`config.mk`:
```
export PLATFORM = sky130hd
export DESIGN_NAME = frame_stream_reader
export DESIGN_NICKNAME = d
export VERILOG_FILES = /design/src/rtl/frame_stream_reader.sv
export SDC_FILE = /design/constraint.sdc
export NUM_CORES = 1
export LEC_CHECK = 0
export BUFFER_PORTS_ARGS = -buffer_cell sky130_fd_sc_hd__buf_4
export CAP_MARGIN = 5
export CORE_UTILIZATION = 32
export DETAILED_ROUTE_END_ITERATION = 12
export PLACE_DENSITY_LB_ADDON = 0.1
export SLEW_MARGIN = 0
export SYNTH_ARGS = -nofsm -noshare
export SYNTH_HDL_FRONTEND = slang
export SYNTH_SLANG_ARGS = --single-unit
```
`constraint.sdc`:
```
create_clock -name clk -period 5.8 [get_ports clk]
set_input_delay 1.74 -clock clk [delete_from_list [all_inputs] [get_ports clk]]
set_output_delay 1.74 -clock clk [all_outputs]
set_load 0.005 [all_outputs]
```
`src/rtl/frame_stream_reader.sv`:
```
// Raster-order frame reader: fetches IMG_WIDTH x IMG_HEIGHT pixels from a fixed-latency
// frame-buffer port and emits a ready/valid stream with SOF/EOL/EOF. Option: FRAME_REPEAT_EN.
`timescale 1ns/1ps
module frame_stream_reader #(
   parameter int unsigned IMG_WIDTH  = 640,
   parameter int unsigned IMG_HEIGHT = 480,
   parameter int unsigned W          = 8,
   parameter int unsigned ADDR_W     = $clog2(IMG_WIDTH * IMG_HEIGHT),
   parameter int unsigned RD_LATENCY = 2,
   parameter int unsigned FIFO_DEPTH = 4
) (
   input  logic              clk,
   input  logic              rst_n,
   input  logic              start,
   output logic              busy,
   output logic              done,
   output logic              mem_rd_en,
   output logic [ADDR_W-1:0] mem_rd_addr,
   input  logic [W-1:0]      mem_rd_data,
   output logic              y_valid,
   input  logic              y_ready,
   output logic [W-1:0]      y_data,
   output logic              y_sof,
   output logic              y_eol,
   output logic              y_eof
);

   localparam int unsigned XW  = (IMG_WIDTH  > 1) ? $clog2(IMG_WIDTH)  : 1;
   localparam int unsigned YW  = (IMG_HEIGHT > 1) ? $clog2(IMG_HEIGHT) : 1;
   localparam int unsigned PW  = $clog2(FIFO_DEPTH);
   localparam int unsigned FCW = PW + 1;
   localparam int unsigned CW  = $clog2(FIFO_DEPTH + RD_LATENCY + 2) + 1;

   localparam logic [ADDR_W-1:0] LAST_ADDR = ADDR_W'(IMG_WIDTH * IMG_HEIGHT - 1);
   localparam logic [XW-1:0]     COL_LAST  = XW'(IMG_WIDTH - 1);
   localparam logic [YW-1:0]     ROW_LAST  = YW'(IMG_HEIGHT - 1);

   typedef enum logic [1:0] {
      S_IDLE  = 2'd0,
      S_RUN   = 2'd1,
      S_DRAIN = 2'd2
   } state_e;

   state_e              state_q, state_d;
   logic                busy_q, busy_d;
   logic                done_q, done_d;
   logic                mem_rd_en_q, mem_rd_en_d;
   logic [ADDR_W-1:0]   mem_rd_addr_q, mem_rd_addr_d;
   logic [ADDR_W-1:0]   rd_addr_q, rd_addr_d;
   logic [RD_LATENCY-1:0] pipe_q, pipe_d;
   logic [W-1:0]        fifo_mem_q [FIFO_DEPTH];
   logic [W-1:0]        fifo_mem_d [FIFO_DEPTH];
   logic [PW-1:0]       wr_ptr_q, wr_ptr_d;
   logic [PW-1:0]       rd_ptr_q, rd_ptr_d;
   logic [FCW-1:0]      fifo_cnt_q, fifo_cnt_d;
   logic                y_valid_q, y_valid_d;
   logic [W-1:0]        y_data_q, y_data_d;
   logic [XW-1:0]       col_q, col_d;
   logic [YW-1:0]       row_q, row_d;

   logic                xfer;
   logic                ret;
   logic                push;
   logic                pop;
   logic                rd_issue;
   logic                last_issue;
   logic                credit_ok;
   logic                eof_hit;
   logic                drained;
   logic [CW-1:0]       in_flight;
   logic [CW-1:0]       occupancy;

   assign xfer       = y_valid_q && y_ready;
   assign ret        = pipe_q[RD_LATENCY-1];
   assign eof_hit    = xfer && y_eof;
   assign last_issue = rd_issue && (rd_addr_q == LAST_ADDR);
   assign drained    = (in_flight == '0) && (fifo_cnt_q == '0) && !y_valid_q;

   // Credits cover every read not yet handed downstream; a pixel leaving this cycle frees one.
   always_comb begin
      in_flight = CW'(mem_rd_en_q);
      for (int i = 0; i < int'(RD_LATENCY); i++) begin
         in_flight = in_flight + CW'(pipe_q[i]);
      end
      occupancy = in_flight + CW'(fifo_cnt_q) + CW'(y_valid_q) - CW'(xfer);
      credit_ok = occupancy < CW'(FIFO_DEPTH);
   end

   // State register
   always_ff @(posedge clk or negedge rst_n) begin
      if (!rst_n) state_q <= S_IDLE;
      else        state_q <= state_d;
   end

   // Next-state logic
   always_comb begin
      state_d = state_q;
      unique case (state_q)
         S_IDLE:  if (start) state_d = S_RUN;
         S_RUN: begin
            if (last_issue) begin
`ifdef FRAME_REPEAT_EN
               if (!start) state_d = S_DRAIN;
`else
               state_d = S_DRAIN;
`endif
            end
         end
         S_DRAIN: if (done_q && drained) state_d = S_IDLE;
         default: state_d = S_IDLE;
      endcase
   end

   // FSM outputs: read issue, address walk, busy/done
   always_comb begin
      rd_issue  = 1'b0;
      rd_addr_d = rd_addr_q;
      busy_d    = busy_q;
      done_d    = eof_hit;
      unique case (state_q)
         S_IDLE: begin
            if (start) begin
               busy_d    = 1'b1;
               rd_addr_d = '0;
            end
         end
         S_RUN: begin
            rd_issue = credit_ok;
            if (rd_issue) begin
               rd_addr_d = (rd_addr_q == LAST_ADDR) ? '0 : rd_addr_q + ADDR_W'(1);
            end
         end
         S_DRAIN: if (eof_hit) busy_d = 1'b0;
         default: ;
      endcase
      mem_rd_en_d   = rd_issue;
      mem_rd_addr_d = rd_issue ? rd_addr_q : mem_rd_addr_q;
   end

   always_comb begin
      pipe_d[0] = mem_rd_en_q;
      for (int i = 1; i < int'(RD_LATENCY); i++) begin
         pipe_d[i] = pipe_q[i-1];
      end
   end

   // Output register is the FIFO head; returning data bypasses storage when it is empty.
   always_comb begin
      fifo_mem_d = fifo_mem_q;
      y_valid_d  = y_valid_q;
      y_data_d   = y_data_q;
      push       = 1'b0;
      pop        = 1'b0;
      if (!y_valid_q || xfer) begin
         if (fifo_cnt_q != '0) begin
            y_valid_d = 1'b1;
            y_data_d  = fifo_mem_q[rd_ptr_q];
            pop       = 1'b1;
            push      = ret;
         end else if (ret) begin
            y_valid_d = 1'b1;
            y_data_d  = mem_rd_data;
         end else begin
            y_valid_d = 1'b0;
         end
      end else begin
         push = ret;
      end
      if (push) fifo_mem_d[wr_ptr_q] = mem_rd_data;
      wr_ptr_d   = push ? wr_ptr_q + PW'(1) : wr_ptr_q;
      rd_ptr_d   = pop  ? rd_ptr_q + PW'(1) : rd_ptr_q;
      fifo_cnt_d = fifo_cnt_q + FCW'(push) - FCW'(pop);
   end

   always_comb begin
      col_d = col_q;
      row_d = row_q;
      if (xfer) begin
         if (col_q == COL_LAST) begin
            col_d = '0;
            row_d = (row_q == ROW_LAST) ? '0 : row_q + YW'(1);
         end else begin
            col_d = col_q + XW'(1);
         end
      end
   end

   always_ff @(posedge clk or negedge rst_n) begin
      if (!rst_n) begin
         busy_q        <= 1'b0;
         done_q        <= 1'b0;
         mem_rd_en_q   <= 1'b0;
         mem_rd_addr_q <= '0;
         rd_addr_q     <= '0;
         pipe_q        <= '0;
         for (int i = 0; i < int'(FIFO_DEPTH); i++) fifo_mem_q[i] <= '0;
         wr_ptr_q      <= '0;
         rd_ptr_q      <= '0;
         fifo_cnt_q    <= '0;
         y_valid_q     <= 1'b0;
         y_data_q      <= '0;
         col_q         <= '0;
         row_q         <= '0;
      end else begin
         busy_q        <= busy_d;
         done_q        <= done_d;
         mem_rd_en_q   <= mem_rd_en_d;
         mem_rd_addr_q <= mem_rd_addr_d;
         rd_addr_q     <= rd_addr_d;
         pipe_q        <= pipe_d;
         fifo_mem_q    <= fifo_mem_d;
         wr_ptr_q      <= wr_ptr_d;
         rd_ptr_q      <= rd_ptr_d;
         fifo_cnt_q    <= fifo_cnt_d;
         y_valid_q     <= y_valid_d;
         y_data_q      <= y_data_d;
         col_q         <= col_d;
         row_q         <= row_d;
      end
   end

   assign busy        = busy_q;
   assign done        = done_q;
   assign mem_rd_en   = mem_rd_en_q;
   assign mem_rd_addr = mem_rd_addr_q;
   assign y_valid     = y_valid_q;
   assign y_data      = y_data_q;
   assign y_sof       = y_valid_q && (col_q == '0) && (row_q == '0);
   assign y_eol       = y_valid_q && (col_q == COL_LAST);
   assign y_eof       = y_valid_q && (col_q == COL_LAST) && (row_q == ROW_LAST);

   fifo_no_overflow: assert property (@(posedge clk) disable iff (!rst_n)
      !(push && !pop && (fifo_cnt_q == FCW'(FIFO_DEPTH))));

endmodule

```
==> results.toml <==
[drt]
wl_per_cell_microns = 16.34
viasPerCell = 5.154
wl_microns = 12270
drc = 0
drt_iter0_drc = 207
ant_nets = 0
vias = 3871
drtPass1Iterations = 5

[place]
dp_hpwl_microns = 8385
place_ws_ns = 1.225
port_buffers = 45
place_area_sq_mm = 0.006068
routabilityCongestion = 0.7782

[sta]
fmax_mhz = 241.0
hold_violations = 0
max-slew-margin-rel_pct = 35.83
finalClockSkew_ns = 0.008053
slew_viol_final = 0
final.period_utilization_pct = 71.54
setup_viol = 0
timing.final.ws_setup_ns = 1.651
rsz0062_at_grt = "false"
worstMarginPinSlew_ns = 0.9626
setup_tns_ns = 0
hold_ws_ns = 0.3732
fin_crit_ns = 4.149

[clocking]
numCtsBuffers = 9
clockRootBuffer = "clkbuf_16"
cts_hold_buf = 0
clk_path_buf_depth = 2
path_clk_slew_ns = 0.07
cts_sinks = 112
clk_latency_ns = 0.35
cts_tree = "built"
h-tree-depth = 3
cts-resized-gates = 0
post-cts-setup-buffer-count = 0

[critical_path]
rr_startpoint = "mem_rd_en"
r2r_cells = 10
arrival_ns = 4.38
path_delay_family = "simple AND/OR/NAND/NOR gates"
cp_cell_sequence = "buf_4 > nand2_1 > inv_1 > ha_1 > inv_1 > ha_1 > a21oi_1 > a21o_1 > nand3_1 > nand2_1 > mux2_2"
cp-start-kind = "input pin"
critPathMaxFanout = 20
cp_slowest_stage_delay_ns = 0.71
worstPathRequired_ns = 6.03
end_kind = "flop"
rr_endpoint = "mem_rd_addr[18]"
crit_buf_inv = 3
crit_path_top_delay_cell = "nand2_1"
worstSetupPathType = "input pin to flop"
rrSetupSlack_ns = 2.35

[synthesis]
syn_nets = 513
ys.flop_type = "dfrtp_1"
synth-edff-count = 0
async_flop_share_pct = 100.0
synth_warnings = 0
syn_area_sq_mm = 0.005518
ys_ff_latch = 112
yosysSeqAreaShare_pct = 50.79
avgSynthCellArea_sq_um = 11.42
syn_inst = 483
synth_cell_types = 63

[global_routing]
grt_use_met2_pct = 24.10
track_usage_pct = 14.93
grt_antenna_before_repair = 0
grt_pass1_wl_microns = 20840
grt_overflow = 0
grt_pass1_vias = 3912
grt-busiest-layer = "met2"
grt_max_degree = 73
grt_util_met1_pct = 19.93
globalRouteMet3Util_pct = 3.120

[die]
boundaryPins = 46
chipWidth_microns = 133.3
coreArea_sq_mm = 0.01670
start_util_pct = 33.04
rows = 47
die_area_sq_mm = 0.01777
die_h_microns = 133.3

[worst_hold_path]
min_path_cells = 0
hp-start = "pipe_q[0]"
min_to = "pipe_q[1]"
hold_path.class = "flop to flop"

[run]
drv_cap = 0

[pwr]
vdd_drop_max_mv = 0.2494
power_density_mw_per_mm2 = 480.3
power.leakage_nw = 2.792
power_mw = 3.059

[final_layout]
nets = 556
drive_gt1_share_pct = 24.67
synthToLayoutAreaGrowth_pct = 15.42
nFillCells = 1702
design_area_sq_mm = 0.006369
antenna_cells = 0

[status]
outcome = "complete, no violations"
## report_power, final
group / leakage (nW) / total [mW] / internal, mW / switching, mW
sequential: 1.35 / 1.21 / 1.01 / 0.197
clock: 0.150 / 0.636 / 0.358 / 0.278
combinational: 1.29 / 1.21 / 0.590 / 0.622
## cells by family after synthesis
| logic type | count (synthesis) | share of synthesized area [%] |
|---|---|---|
| AOI/OAI and AO/OA | 75 | 9.275 |
| xor gates and xnor gates | 14 | 2.222 |
| adders and majority gates | 18 | 4.354 |
| buffers and inverters | 43 | 3.492 |
| DFF | 112 | 50.79 |
| muxes | 61 | 14.04 |
| and+or+nand+nor | 160 | 15.83 |
## flip-flops by register name (all words and copies together), names as in the netlist, 2 cells and up
register,count
fifo_mem_q,32
mem_rd_addr,19
rd_addr_q,19
col_q,10
row_q,9
y_data,8
fifo_cnt_q,3
pipe_q,2
rd_ptr_q,2
state_q,2
wr_ptr_q,2
## layout make-up
cell class              count  area (sq um)  area share [%]
multi-input cells         328          2532           39.76
well taps                 220         275.3           4.322
flip-flops and latches    112          2803           44.01
inverters                  28         105.1           1.650
clock inverters             3         40.04          0.6287
clock buffers              13         260.3           4.086
repair buffers             47         352.8           5.540
## layout by cell type, fill, tap and decap left out, types with 5 or more instances in the layout
cell / count
nand3_1: 23
buf_4: 47
clkbuf_16: 9
o31ai_1: 6
nand2_1: 42
o21ai_0: 15
o22ai_1: 8
inv_1: 28
ha_1: 16
nand4_1: 10
nor2_1: 31
nor4_1: 6
a22o_1: 6
nand2b_1: 5
mux2_2: 50
xnor2_1: 12
dfrtp_1: 112
and4_1: 5
a21o_1: 7
a21oi_1: 13
or3_1: 5
mux4_2: 8
## layer usage
layer | up-vias | part of all wire [%]
met5 | - | 0
met4 | 0 | 1.5
met3 | 13 | 3.0
met2 | 57 | 48
met1 | 1960 | 48
li1 | 1841 | -
## through the flow
stage	instances	util [%]
after floorplan	483	-
after global placement	735	36.34
after detailed placement	735	36.34
after CTS	751	38.13
after global routing	751	38.13
final	751	38.13
## cell usage after synthesis (4+ instances only)
master      n  area (sq um)
o22ai_1     8         50.05
nor2_1     31         116.4
xnor2_1    12         105.1
nand2_1    42         157.7
nand3_1    23         115.1
dfrtp_1   112          2803
a21oi_1    13         65.06
inv_1      28         105.1
nor4_1      6         37.54
mux4_2      8         180.2
nand2b_1    5         31.28
or3_1       5         31.28
o31ai_1     6         45.04
nand4_1    10         62.56
nor3_1      4         20.02
mux2_2     50         563.0
a22o_1      6         52.55
a21o_1      7         52.55
and4_1      5         43.79
buf_2       9         45.04
ha_1       16         200.2
o21ai_0    15         75.07
## worst max-delay path by stage
stage             from              end  slack, ns  cells after the start
4_1_cts        y_ready  mem_rd_addr[18]       1.59                     11
2_1_floorplan  y_ready  mem_rd_addr[10]       2.07                     11
5_1_grt        y_ready  mem_rd_addr[11]       1.33                     11
3_3_place_gp   y_ready   mem_rd_addr[9]       1.31                     11
6_report       y_ready  mem_rd_addr[18]       1.65                     11
3_5_place_dp   y_ready   mem_rd_addr[7]       1.22                     11
Note: power is estimated with default switching activity, not from simulation.
